===== src/rtl/pc_stack_unit_pkg.sv =====
// Shared widths, operation encoding and strobe priority for the pc stack unit.
// Pure declarations, no latency; no handshake involved.
// Circular-stack option is selected by PC_STACK_CIRC_EN in the users of this package.
package pc_pkg;

    localparam int ADDR_W_DEF      = 11;
    localparam int REL_W_DEF       = 10;
    localparam int STACK_DEPTH_DEF = 4;

    typedef logic [ADDR_W_DEF-1:0] addr_t;

    typedef enum logic [2:0] {
        OP_HOLD,
        OP_INCR,
        OP_PRELOAD,
        OP_JSR,
        OP_RET
    } pc_op_t;

    // One operation per cycle: preload > jsr > ret > incr.
    function automatic pc_op_t pick_op(input logic incr, input logic preload,
                                       input logic jsr, input logic ret);
        if (preload)   return OP_PRELOAD;
        else if (jsr)  return OP_JSR;
        else if (ret)  return OP_RET;
        else if (incr) return OP_INCR;
        else           return OP_HOLD;
    endfunction

endpackage


===== src/rtl/pc_stack_unit_if.sv =====
// Decoder-to-pc-unit bus: command strobes in, pc and stack status out.
// Wires only, no latency; strobes are level-sampled, no backpressure.
// Widths track the pc_stack_unit parameters (PC_STACK_CIRC_EN does not affect them).
interface pc_stack_unit_if
    import pc_pkg::*;
#(
    parameter int ADDR_W      = ADDR_W_DEF,
    parameter int REL_W       = REL_W_DEF,
    parameter int STACK_DEPTH = STACK_DEPTH_DEF
);
    localparam int LVL_W = $clog2(STACK_DEPTH) + 1;

    logic              incr;
    logic              preload;
    logic [ADDR_W-1:0] addr;
    logic              jsr;
    logic [REL_W-1:0]  relative_addr;
    logic              ret;
    logic [ADDR_W-1:0] pc;
    logic [ADDR_W-1:0] pc_prev;
    logic [LVL_W-1:0]  stack_level;
    logic              stack_full;
    logic              stack_empty;
    logic              stack_err;

    modport master (
        output incr, preload, addr, jsr, relative_addr, ret,
        input  pc, pc_prev, stack_level, stack_full, stack_empty, stack_err
    );

    modport slave (
        input  incr, preload, addr, jsr, relative_addr, ret,
        output pc, pc_prev, stack_level, stack_full, stack_empty, stack_err
    );

endinterface


===== src/rtl/pc_stack_unit_ret_stack.sv =====
// Return-address LIFO with level/full/empty; circular overwrite when PC_STACK_CIRC_EN is defined.
// Push/pop take effect on the next clock edge; top_dat is combinational from the stored entries.
// No backpressure: pushes while full are dropped (or overwrite the oldest entry), pops while empty ignored.
module pc_ret_stack #(
    parameter int W     = 11,
    parameter int DEPTH = 4
) (
    input  logic                     clk,
    input  logic                     rst,
    input  logic                     push,
    input  logic                     pop,
    input  logic [W-1:0]             push_dat,
    output logic [W-1:0]             top_dat,
    output logic [$clog2(DEPTH):0]   level,
    output logic                     full,
    output logic                     empty
);
    localparam int PTR_W = $clog2(DEPTH);
    localparam int LVL_W = PTR_W + 1;

    logic [W-1:0]     mem [DEPTH];
    logic [PTR_W-1:0] wr_ptr;
    logic             push_ok;
    logic             pop_ok;

    assign full  = (level == LVL_W'(DEPTH));
    assign empty = (level == '0);
    assign pop_ok = pop && !empty;
`ifdef PC_STACK_CIRC_EN
    // When full, wr_ptr already points at the oldest entry, so a push overwrites it.
    assign push_ok = push;
`else
    assign push_ok = push && !full;
`endif

    assign top_dat = mem[wr_ptr - PTR_W'(1)];

    always_ff @(posedge clk) begin
        if (push_ok)
            mem[wr_ptr] <= push_dat;
    end

    always_ff @(posedge clk or posedge rst) begin
        if (rst) begin
            wr_ptr <= '0;
            level  <= '0;
        end else if (push_ok) begin
            wr_ptr <= wr_ptr + PTR_W'(1);
            if (!full)
                level <= level + LVL_W'(1);
        end else if (pop_ok) begin
            wr_ptr <= wr_ptr - PTR_W'(1);
            level  <= level - LVL_W'(1);
        end
    end

endmodule


===== src/rtl/pc_stack_unit.sv =====
// Program counter with relative jsr, multi-level return stack and sticky stack error (option PC_STACK_CIRC_EN).
// Latency 1: strobes sampled on the rising clk edge, registered pc/pc_prev/err visible the next cycle.
// No backpressure: one operation per cycle by priority, suppressed jsr/ret only raise stack_err.
module pc_stack_unit
    import pc_pkg::*;
#(
    parameter int ADDR_W      = ADDR_W_DEF,
    parameter int REL_W       = REL_W_DEF,
    parameter int STACK_DEPTH = STACK_DEPTH_DEF
) (
    input  logic          clk,
    input  logic          rst,
    pc_stack_unit_if.slave bus
);
    localparam int LVL_W = $clog2(STACK_DEPTH) + 1;

    pc_op_t            op;
    logic [ADDR_W-1:0] pc_q;
    logic [ADDR_W-1:0] pc_prev_q;
    logic [ADDR_W-1:0] next_pc;
    logic [ADDR_W-1:0] rel_ext;
    logic [ADDR_W-1:0] ret_addr;
    logic [ADDR_W-1:0] top_dat;
    logic [LVL_W-1:0]  level;
    logic              full;
    logic              empty;
    logic              push;
    logic              pop;
    logic              ovf;
    logic              unf;
    logic              err_q;

    assign op       = pick_op(bus.incr, bus.preload, bus.jsr, bus.ret);
    assign rel_ext  = ADDR_W'($signed(bus.relative_addr));
    assign ret_addr = pc_q + ADDR_W'(1);

`ifdef PC_STACK_CIRC_EN
    assign push = (op == OP_JSR);
    assign ovf  = 1'b0;
`else
    assign push = (op == OP_JSR) && !full;
    assign ovf  = (op == OP_JSR) && full;
`endif
    assign pop = (op == OP_RET) && !empty;
    assign unf = (op == OP_RET) && empty;

    always_comb begin
        next_pc = pc_q;
        case (op)
            OP_PRELOAD: next_pc = bus.addr;
            OP_JSR:     if (push) next_pc = pc_q + rel_ext;
            OP_RET:     if (pop)  next_pc = top_dat;
            OP_INCR:    next_pc = pc_q + ADDR_W'(1);
            default:    next_pc = pc_q;
        endcase
    end

    always_ff @(posedge clk or posedge rst) begin
        if (rst) begin
            pc_q      <= '0;
            pc_prev_q <= '0;
            err_q     <= 1'b0;
        end else begin
            if (next_pc != pc_q) begin
                pc_prev_q <= pc_q;
                pc_q      <= next_pc;
            end
            if (ovf || unf)
                err_q <= 1'b1;
        end
    end

    pc_ret_stack #(
        .W     (ADDR_W),
        .DEPTH (STACK_DEPTH)
    ) u_stack (
        .clk      (clk),
        .rst      (rst),
        .push     (push),
        .pop      (pop),
        .push_dat (ret_addr),
        .top_dat  (top_dat),
        .level    (level),
        .full     (full),
        .empty    (empty)
    );

    assign bus.pc          = pc_q;
    assign bus.pc_prev     = pc_prev_q;
    assign bus.stack_level = level;
    assign bus.stack_full  = full;
    assign bus.stack_empty = empty;
    assign bus.stack_err   = err_q;

endmodule


===== src/flat_wrapper.sv =====
// flat-port wrapper written by rule: the top's interface ports become plain ports
module pc_stack_unit_flat import pc_pkg::*;
#(
    parameter int ADDR_W      = ADDR_W_DEF,
    parameter int REL_W       = REL_W_DEF,
    parameter int STACK_DEPTH = STACK_DEPTH_DEF
)
  (clk, rst, bus_incr, bus_preload, bus_addr, bus_jsr, bus_relative_addr, bus_ret, bus_pc, bus_pc_prev, bus_stack_level, bus_stack_full, bus_stack_empty, bus_stack_err);
  pc_stack_unit_if #(.ADDR_W(ADDR_W), .REL_W(REL_W), .STACK_DEPTH(STACK_DEPTH)) bus_i ();
  input  logic clk;
  input  logic rst;
  input wire logic [$bits(bus_i.incr)-1:0] bus_incr;
  input wire logic [$bits(bus_i.preload)-1:0] bus_preload;
  input wire logic [$bits(bus_i.addr)-1:0] bus_addr;
  input wire logic [$bits(bus_i.jsr)-1:0] bus_jsr;
  input wire logic [$bits(bus_i.relative_addr)-1:0] bus_relative_addr;
  input wire logic [$bits(bus_i.ret)-1:0] bus_ret;
  output wire logic [$bits(bus_i.pc)-1:0] bus_pc;
  output wire logic [$bits(bus_i.pc_prev)-1:0] bus_pc_prev;
  output wire logic [$bits(bus_i.stack_level)-1:0] bus_stack_level;
  output wire logic [$bits(bus_i.stack_full)-1:0] bus_stack_full;
  output wire logic [$bits(bus_i.stack_empty)-1:0] bus_stack_empty;
  output wire logic [$bits(bus_i.stack_err)-1:0] bus_stack_err;
  assign bus_i.incr = bus_incr;
  assign bus_i.preload = bus_preload;
  assign bus_i.addr = bus_addr;
  assign bus_i.jsr = bus_jsr;
  assign bus_i.relative_addr = bus_relative_addr;
  assign bus_i.ret = bus_ret;
  assign bus_pc = bus_i.pc;
  assign bus_pc_prev = bus_i.pc_prev;
  assign bus_stack_level = bus_i.stack_level;
  assign bus_stack_full = bus_i.stack_full;
  assign bus_stack_empty = bus_i.stack_empty;
  assign bus_stack_err = bus_i.stack_err;
  pc_stack_unit #(.ADDR_W(ADDR_W), .REL_W(REL_W), .STACK_DEPTH(STACK_DEPTH)) u_core (.clk(clk), .rst(rst), .bus(bus_i));
endmodule

===== config.mk =====
export PLATFORM = sky130hd
export DESIGN_NAME = pc_stack_unit_flat
export DESIGN_NICKNAME = d
export VERILOG_FILES = /design/src/rtl/pc_stack_unit_pkg.sv /design/src/rtl/pc_stack_unit_if.sv /design/src/rtl/pc_stack_unit_ret_stack.sv /design/src/rtl/pc_stack_unit.sv /design/src/flat_wrapper.sv
export SDC_FILE = /design/constraint.sdc
export NUM_CORES = 1
export LEC_CHECK = 0
export BUFFER_PORTS_ARGS = -buffer_cell sky130_fd_sc_hd__buf_2
export CORE_MARGIN = 2
export CORE_UTILIZATION = 45
export DETAILED_ROUTE_END_ITERATION = 16
export HOLD_SLACK_MARGIN = 0.1
export SLEW_MARGIN = 0
export SYNTH_ARGS = -nofsm -noshare
export SYNTH_HDL_FRONTEND = slang
export SYNTH_SLANG_ARGS = --single-unit

===== constraint.sdc =====
create_clock -name clk -period 9.4 [get_ports clk]
set_input_delay 1.88 -clock clk [delete_from_list [all_inputs] [get_ports clk]]
set_output_delay 1.88 -clock clk [all_outputs]
set_load 0.02 [all_outputs]

==> results of run 1 <==
power by group:
group          leakage, nW  internal, mW  switching (mW)  total (mW)
sequential           0.735         0.441           0.109       0.550
combinational         1.10         0.279           0.372       0.651
clock                0.101         0.125           0.130       0.255
layout by cell type (no fill, tap or decap), types with 7 or more instances in the layout:
cell	netlist	routed
dfrtp_1	28	28
xor2_1	8	8
xnor2_1	9	9
nor3_1	7	7
inv_1	15	15
buf_2	4	54
ha_1	15	15
o21ai_0	18	18
nand2_1	34	34
clkbuf_8	0	9
mux4_2	11	11
and3_1	7	7
a21oi_1	18	18
mux2_4	10	10
nand3_1	7	7
nor2_1	19	19
edfxtp_1	44	44
registers in the layout, indices dropped and copies added, names as in the netlist:
| register | cells |
|---|---|
| u_core.u_stack.level | 3 |
| u_core.bus.stack_err | 1 |
| u_core.bus.pc_prev | 11 |
| u_core.u_stack.wr_ptr | 2 |
| u_core.bus.pc | 11 |
| u_core.u_stack.mem | 44 |
layer usage:
layer,GRT usage (%),wire (um),vias to the layer above
met3,4.18,554,16
met1,30.2,4870,1537
li1,-,-,1481
met2,35.3,4970,101
met4,7.69,205,0
met5,0,0,-
through the flow:
| step | std cells | util [%] |
|---|---|---|
| 4_1_cts | 529 | 51.9 |
| 5_1_grt | 529 | 51.9 |
| 3_3_place_gp | 513 | 49.7 |
| 3_5_place_dp | 513 | 49.7 |
| 2_1_floorplan | 361 | - |
| 6_report | 529 | 51.9 |
area by class of cell:
class / instances / area share (%)
clock buffer: 9 / 2.62
clock inverter: 7 / 1.64
inverter: 17 / 1.35
multi-input combinational: 256 / 42.5
sequential: 72 / 42.8
tap: 111 / 2.94
timing repair buffer: 57 / 6.20
how the worst max path moves through the flow:
stage / end / depth (start not counted) / start / slack [ns]
detailed placement: u_core.bus.pc_prev[9] / 11 / bus_preload / 4.22
floorplan: u_core.bus.pc_prev[0] / 13 / bus_relative_addr[0] / 4.84
finish: u_core.bus.pc_prev[9] / 11 / bus_preload / 4.58
CTS: u_core.bus.pc_prev[9] / 11 / bus_preload / 4.59
global placement: u_core.bus.pc_prev[9] / 11 / bus_preload / 4.28
global route: u_core.bus.pc_prev[9] / 11 / bus_preload / 4.23
cells by family after synthesis:
kind of cell / Yosys count
buffers and inverters: 33
AND/OR/NAND/NOR: 108
flip-flops: 72
AO/OA/AOI/OAI: 88
XOR/XNOR: 17
adder cells (fa/ha/maj): 17
multiplexers: 26
==> flow_metrics.env, run 1 <==
export IMPL_max_freq_mhz=207
export IMPL_worstPathArrival_ns=5.07
export IMPL_synth_top_cells_by_count="edfxtp_1 (44), nand2_1 (34), dfrtp_1 (28)"
export IMPL_vias=3135
export IMPL_ctsHoldBuffers=0
export IMPL_hpwl_um=7790
export IMPL_hold_violations=0
export IMPL_power_leakage_nw=1.93
export IMPL_hold_class="flip-flop to flip-flop"
export IMPL_multi_input_area_sq_um=2010
export IMPL_final_max_slew_viol_count=0
export IMPL_grt_pass1_vias=3067
export IMPL_max_slew_margin_rel_pct=39.1
export IMPL_yosys_area_share_simple_pct=13.7
export IMPL_worstMarginPinSlew_ns=0.912
export IMPL_viasPerCell=5.93
export IMPL_synth_xor_area_share_pct=3.57
export IMPL_rr_startpoint="u_core.u_stack.wr_ptr[0]"
export IMPL_rsz0062_at_grt="false"
export IMPL_root_buffer="clkbuf_8"
export IMPL_reg2reg_to="u_core.bus.pc_prev[9]"
export IMPL_cts_tree="done"
export IMPL_synth_top_family_by_area="compound AO/OA/AOI/OAI gates"
export IMPL_antenna_found_initial=0
export IMPL_synth_nets=405
export IMPL_fillCellCount=834
export IMPL_nets=457
export IMPL_start_kind="primary input"
export IMPL_syn_cell_area_sq_um=4170
export IMPL_required_ns=9.65
export IMPL_path_clk_slew_ns=0.08
export IMPL_postCtsSetupBuffers=0
export IMPL_wl_um=10600
export IMPL_grt_overflow=0
export IMPL_drcViolationCount=0
export IMPL_regArea_sq_um=2020
export IMPL_dp_slack_ns=4.22
export IMPL_clockBufferDepth=2
export IMPL_ys_types=70
export IMPL_io_buffers=54
export IMPL_ant_nets=0
export IMPL_cp_max_fo=22
export IMPL_ctsResizeCount=0
export IMPL_yosysMostFrequentCell="edfxtp_1"
export IMPL_crit_type="primary input to flip-flop"
export IMPL_cp_slowest_cell="nor2_1"
export IMPL_period_needed_ns=4.82
export IMPL_fin_setup_tns_ns=0
export IMPL_power_total_mw=1.46
export IMPL_hold_end="u_core.bus.stack_err"
export IMPL_h_tree_depth=3
export IMPL_period_share_pct=51.3
export IMPL_synth_area_leader_cell="edfxtp_1"
export IMPL_synth_edf_count=44
export IMPL_dieArea_sq_um=10100
export IMPL_synth_compound_area_share_pct=14.4
export IMPL_whs_ns=0.473
export IMPL_setup_viol=0
export IMPL_gp_congestion=0.930
export IMPL_cts_sinks=72
export IMPL_yosys_area_top_type_share_pct=31.7
export IMPL_antenna_cells=0
export IMPL_synthMuxAreaShare_pct=10.8
export IMPL_power_density_nw_per_um2=308
export IMPL_drt_pass1_iter_count=5
export IMPL_yosys_warnings=0
export IMPL_status="finished, final reports clean"
export IMPL_ff2ff_path_depth=11
export IMPL_clock_skew_final_ns=0.00968
export IMPL_rows=35
export IMPL_placedInstanceArea_sq_um=4520
export IMPL_io_pins=55
export IMPL_end_kind="flip-flop"
export IMPL_synthCells=361
export IMPL_wl_per_cell_um=20.0
export IMPL_die_h_um=100
export IMPL_syn_avg_cell_area_sq_um=11.6
export IMPL_grt_pass1_wl_um=16500
export IMPL_clk_latency_ns=0.36
export IMPL_die_width_um=100
export IMPL_async_flop_share_pct=38.9
export IMPL_grt_start_max_net_pins=29
export IMPL_max_stage_delay_ns=0.65
export IMPL_ir_drop_mv=0.157
export IMPL_area_delta_synth_final_pct=13.2
export IMPL_critPathBufInv=3
export IMPL_regToRegSetupSlack_ns=4.94
export IMPL_ys_seq_elements=72
export IMPL_drive_gt1_share_pct=26.1
export IMPL_synthAdderAreaFrac_pct=5.46
export IMPL_grt_use_total_pct=22.0
export IMPL_design_core_area_sq_um=9110
export IMPL_path_cells="buf_2 -> nand2b_1 -> nor2_1 -> inv_2 -> o211a_1 -> and3_1 -> a2111oi_0 -> nand4_1 -> nor3_2 -> buf_4 -> mux2_2"
export IMPL_drt_initial_drc_count=233
export IMPL_drv_cap=0
export IMPL_postLayoutSetupSlackWorst_ns=4.58
export IMPL_fin_area_sq_um=4730
export IMPL_cts_buffers_inserted=9
export IMPL_holdPathStages=1
export IMPL_yosys_top_cells_area="edfxtp_1 (32%), dfrtp_1 (17%), mux4_2 (5.9%)"
export IMPL_yosysSeqAreaShare_pct=48.4
export IMPL_critPathTopFamily="simple AND/OR/NAND/NOR gates"
export IMPL_hold_start="u_core.bus.stack_err"
export IMPL_synthFlopType="edfxtp_1"
export IMPL_start_util_pct=45.8
No activity file was read; power rests on OpenSTA's default activity.
==> run 2: changes to the inputs <==
Clock period 9.4 ns to 4.5 ns, I/O delays scaled along.
==> flow_metrics.env, run 2 (synthesis gave the netlist of run 1 again) <==
export IMPL_status="finished, final reports clean"
export IMPL_multi_input_area_sq_um=2010
export IMPL_start_kind="primary input"
export IMPL_drcViolationCount=0
export IMPL_hold_violations=0
export IMPL_cts_tree="done"
export IMPL_max_slew_margin_rel_pct=38.0
export IMPL_internal_power_mw=1.78
export IMPL_drv_cap=0
export IMPL_vias=3118
export IMPL_fin_area_sq_um=4760
export IMPL_cts_buffers_inserted=9
export IMPL_final_max_slew_viol_count=0
export IMPL_io_pins=55
export IMPL_drt_pass1_iter_count=5
export IMPL_cts_sinks=72
export IMPL_required_ns=4.75
export IMPL_pwr_share_seq_pct=36.6
export IMPL_root_buffer="clkbuf_8"
export IMPL_clock_skew_final_ns=0.0154
export IMPL_antenna_found_initial=0
export IMPL_worstMarginPinSlew_ns=0.927
export IMPL_clk_latency_ns=0.36
export IMPL_cp_slowest_cell="nor4bb_1"
export IMPL_top_register="u_core.u_stack.mem"
export IMPL_gp_congestion=0.911
export IMPL_grt_use_total_pct=21.8
export IMPL_ir_drop_mv=0.276
export IMPL_path_cells="buf_2 -> ha_1 -> inv_1 -> fa_1 -> nand2b_1 -> a21oi_1 -> a211oi_1 -> nor4bb_1 -> mux2i_1 -> a22o_1 -> nand4_1 -> nor3_2 -> buf_4 -> mux2_2"
export IMPL_end_kind="flip-flop"
export IMPL_regArea_sq_um=2020
export IMPL_io_buffers=54
export IMPL_dieArea_sq_um=10100
export IMPL_hold_end="u_core.bus.stack_err"
export IMPL_rsz0062_at_grt="false"
export IMPL_area_delta_synth_final_pct=14.1
export IMPL_critPathTopFamily="simple AND/OR/NAND/NOR gates"
export IMPL_ant_nets=0
export IMPL_fin_setup_tns_ns=0
export IMPL_holdPathStages=1
export IMPL_reg2reg_to="u_core.bus.pc_prev[9]"
export IMPL_drive_gt1_share_pct=26.9
export IMPL_wl_per_cell_um=19.4
export IMPL_regToRegSetupSlack_ns=0.77
export IMPL_final_common_cell="buf_2"
export IMPL_period_share_pct=84.1
export IMPL_design_core_area_sq_um=9110
export IMPL_switching_share_pct=41.3
export IMPL_p_switching_mw=1.25
export IMPL_die_h_um=100
export IMPL_hpwl_um=7690
export IMPL_grt_pass1_wl_um=16300
export IMPL_postLayoutSetupSlackWorst_ns=0.715
export IMPL_viasPerCell=5.83
export IMPL_worstPathArrival_ns=4.04
export IMPL_critPathBufInv=3
export IMPL_nets=463
export IMPL_antenna_cells=0
export IMPL_final_cell_mix="buf_2 (54), edfxtp_1 (44), nand2_1 (34), dfrtp_1 (28), nor2_1 (19)"
export IMPL_power_leakage_nw=1.96
export IMPL_p_clk_share_pct=16.8
export IMPL_placedInstanceArea_sq_um=4570
export IMPL_crit_type="primary input to flip-flop"
export IMPL_ctsResizeCount=0
export IMPL_rows=35
export IMPL_utilization_pct=52.3
export IMPL_setup_viol=0
export IMPL_power_total_mw=3.03
export IMPL_max_stage_delay_ns=0.70
export IMPL_start_util_pct=45.8
export IMPL_die_width_um=100
export IMPL_clockBufferDepth=2
export IMPL_ctsHoldBuffers=0
export IMPL_rr_startpoint="u_core.bus.pc[1]"
export IMPL_postCtsSetupBuffers=0
export IMPL_wl_um=10400
export IMPL_hold_start="u_core.bus.stack_err"
export IMPL_fillCellCount=824
export IMPL_grt_start_max_net_pins=29
export IMPL_largest_reg_flops=44
export IMPL_combPwrFrac_pct=46.6
export IMPL_power_density_nw_per_um2=637
export IMPL_dp_slack_ns=0.334
export IMPL_path_depth=14
export IMPL_max_freq_mhz=264
export IMPL_ff2ff_path_depth=12
export IMPL_cp_max_fo=11
export IMPL_period_needed_ns=3.78
export IMPL_grt_pass1_vias=3010
export IMPL_path_clk_slew_ns=0.08
export IMPL_hold_class="flip-flop to flip-flop"
export IMPL_grt_overflow=0
export IMPL_h_tree_depth=3
export IMPL_drt_initial_drc_count=247
-- run 2: cell count changes in the layout (fill, tap and decap cells not counted) --
cell      before  now
buf_4          3    9
clkinv_4       1    0
clkinv_2       1    2
inv_6          3    2
clkinv_1       0    1
-- run 2: worst reg2reg max path: stages, from the launching register on --
cell and delay, ns:
dfrtp_1 0.56, inv_1 0.14, fa_1 0.46, nand2b_1 0.19
a21oi_1 0.15, a211oi_1 0.08, nor4bb_1 0.70, mux2i_1 0.26
a22o_1 0.16, nand4_1 0.12, nor3_2 0.20, buf_4 0.25
mux2_2 0.36
-- run 2: routing by layer --
metal,track usage [%],routed length (um),share of wire [%],up-vias
met1,29.7,4720,45,1482
met4,8.75,240,2.3,0
met3,4.18,566,5.4,22
met5,0,0,0,-
met2,34.4,4860,47,120
li1,-,-,-,1494
-- run 2: power by group through the flow --
stage,clock network [mW],logic (mW),registers (mW)
after floorplan,0,0.944,1.17
after global placement,0,1.40,1.12
after detailed placement,0,1.41,1.12
after CTS,0.521,1.42,1.11
after global routing,0.547,1.56,1.14
final,0.508,1.41,1.11
-- run 2: area by class of cell --
class / count / area share, %
clock inverter: 7 / 1.45
tap: 111 / 2.92
sequential: 72 / 42.5
clock buffer: 9 / 2.60
timing repair buffer: 63 / 7.09
multi-input combinational: 256 / 42.1
inverter: 17 / 1.34
-- run 2: through the flow --
| step | hold slack (ns) | std cells |
|---|---|---|
| 2_1_floorplan | 0.558 | 361 |
| 3_3_place_gp | 0.446 | 519 |
| 3_5_place_dp | 0.453 | 519 |
| 4_1_cts | 0.474 | 535 |
| 5_1_grt | 0.498 | 535 |
| 6_report | 0.468 | 535 |
-- run 2: how the worst max path moves through the flow --
stage | endpoint | slack [ns] | start
after floorplan | u_core.bus.pc_prev[0] | 0.81 | u_core.u_stack.wr_ptr[0]
after global placement | u_core.bus.pc_prev[9] | 0.35 | bus_relative_addr[0]
after detailed placement | u_core.bus.pc_prev[9] | 0.33 | bus_relative_addr[0]
after CTS | u_core.bus.pc_prev[9] | 0.72 | bus_relative_addr[0]
after global routing | u_core.bus.pc_prev[9] | 0.45 | bus_relative_addr[0]
final | u_core.bus.pc_prev[9] | 0.72 | bus_relative_addr[0]
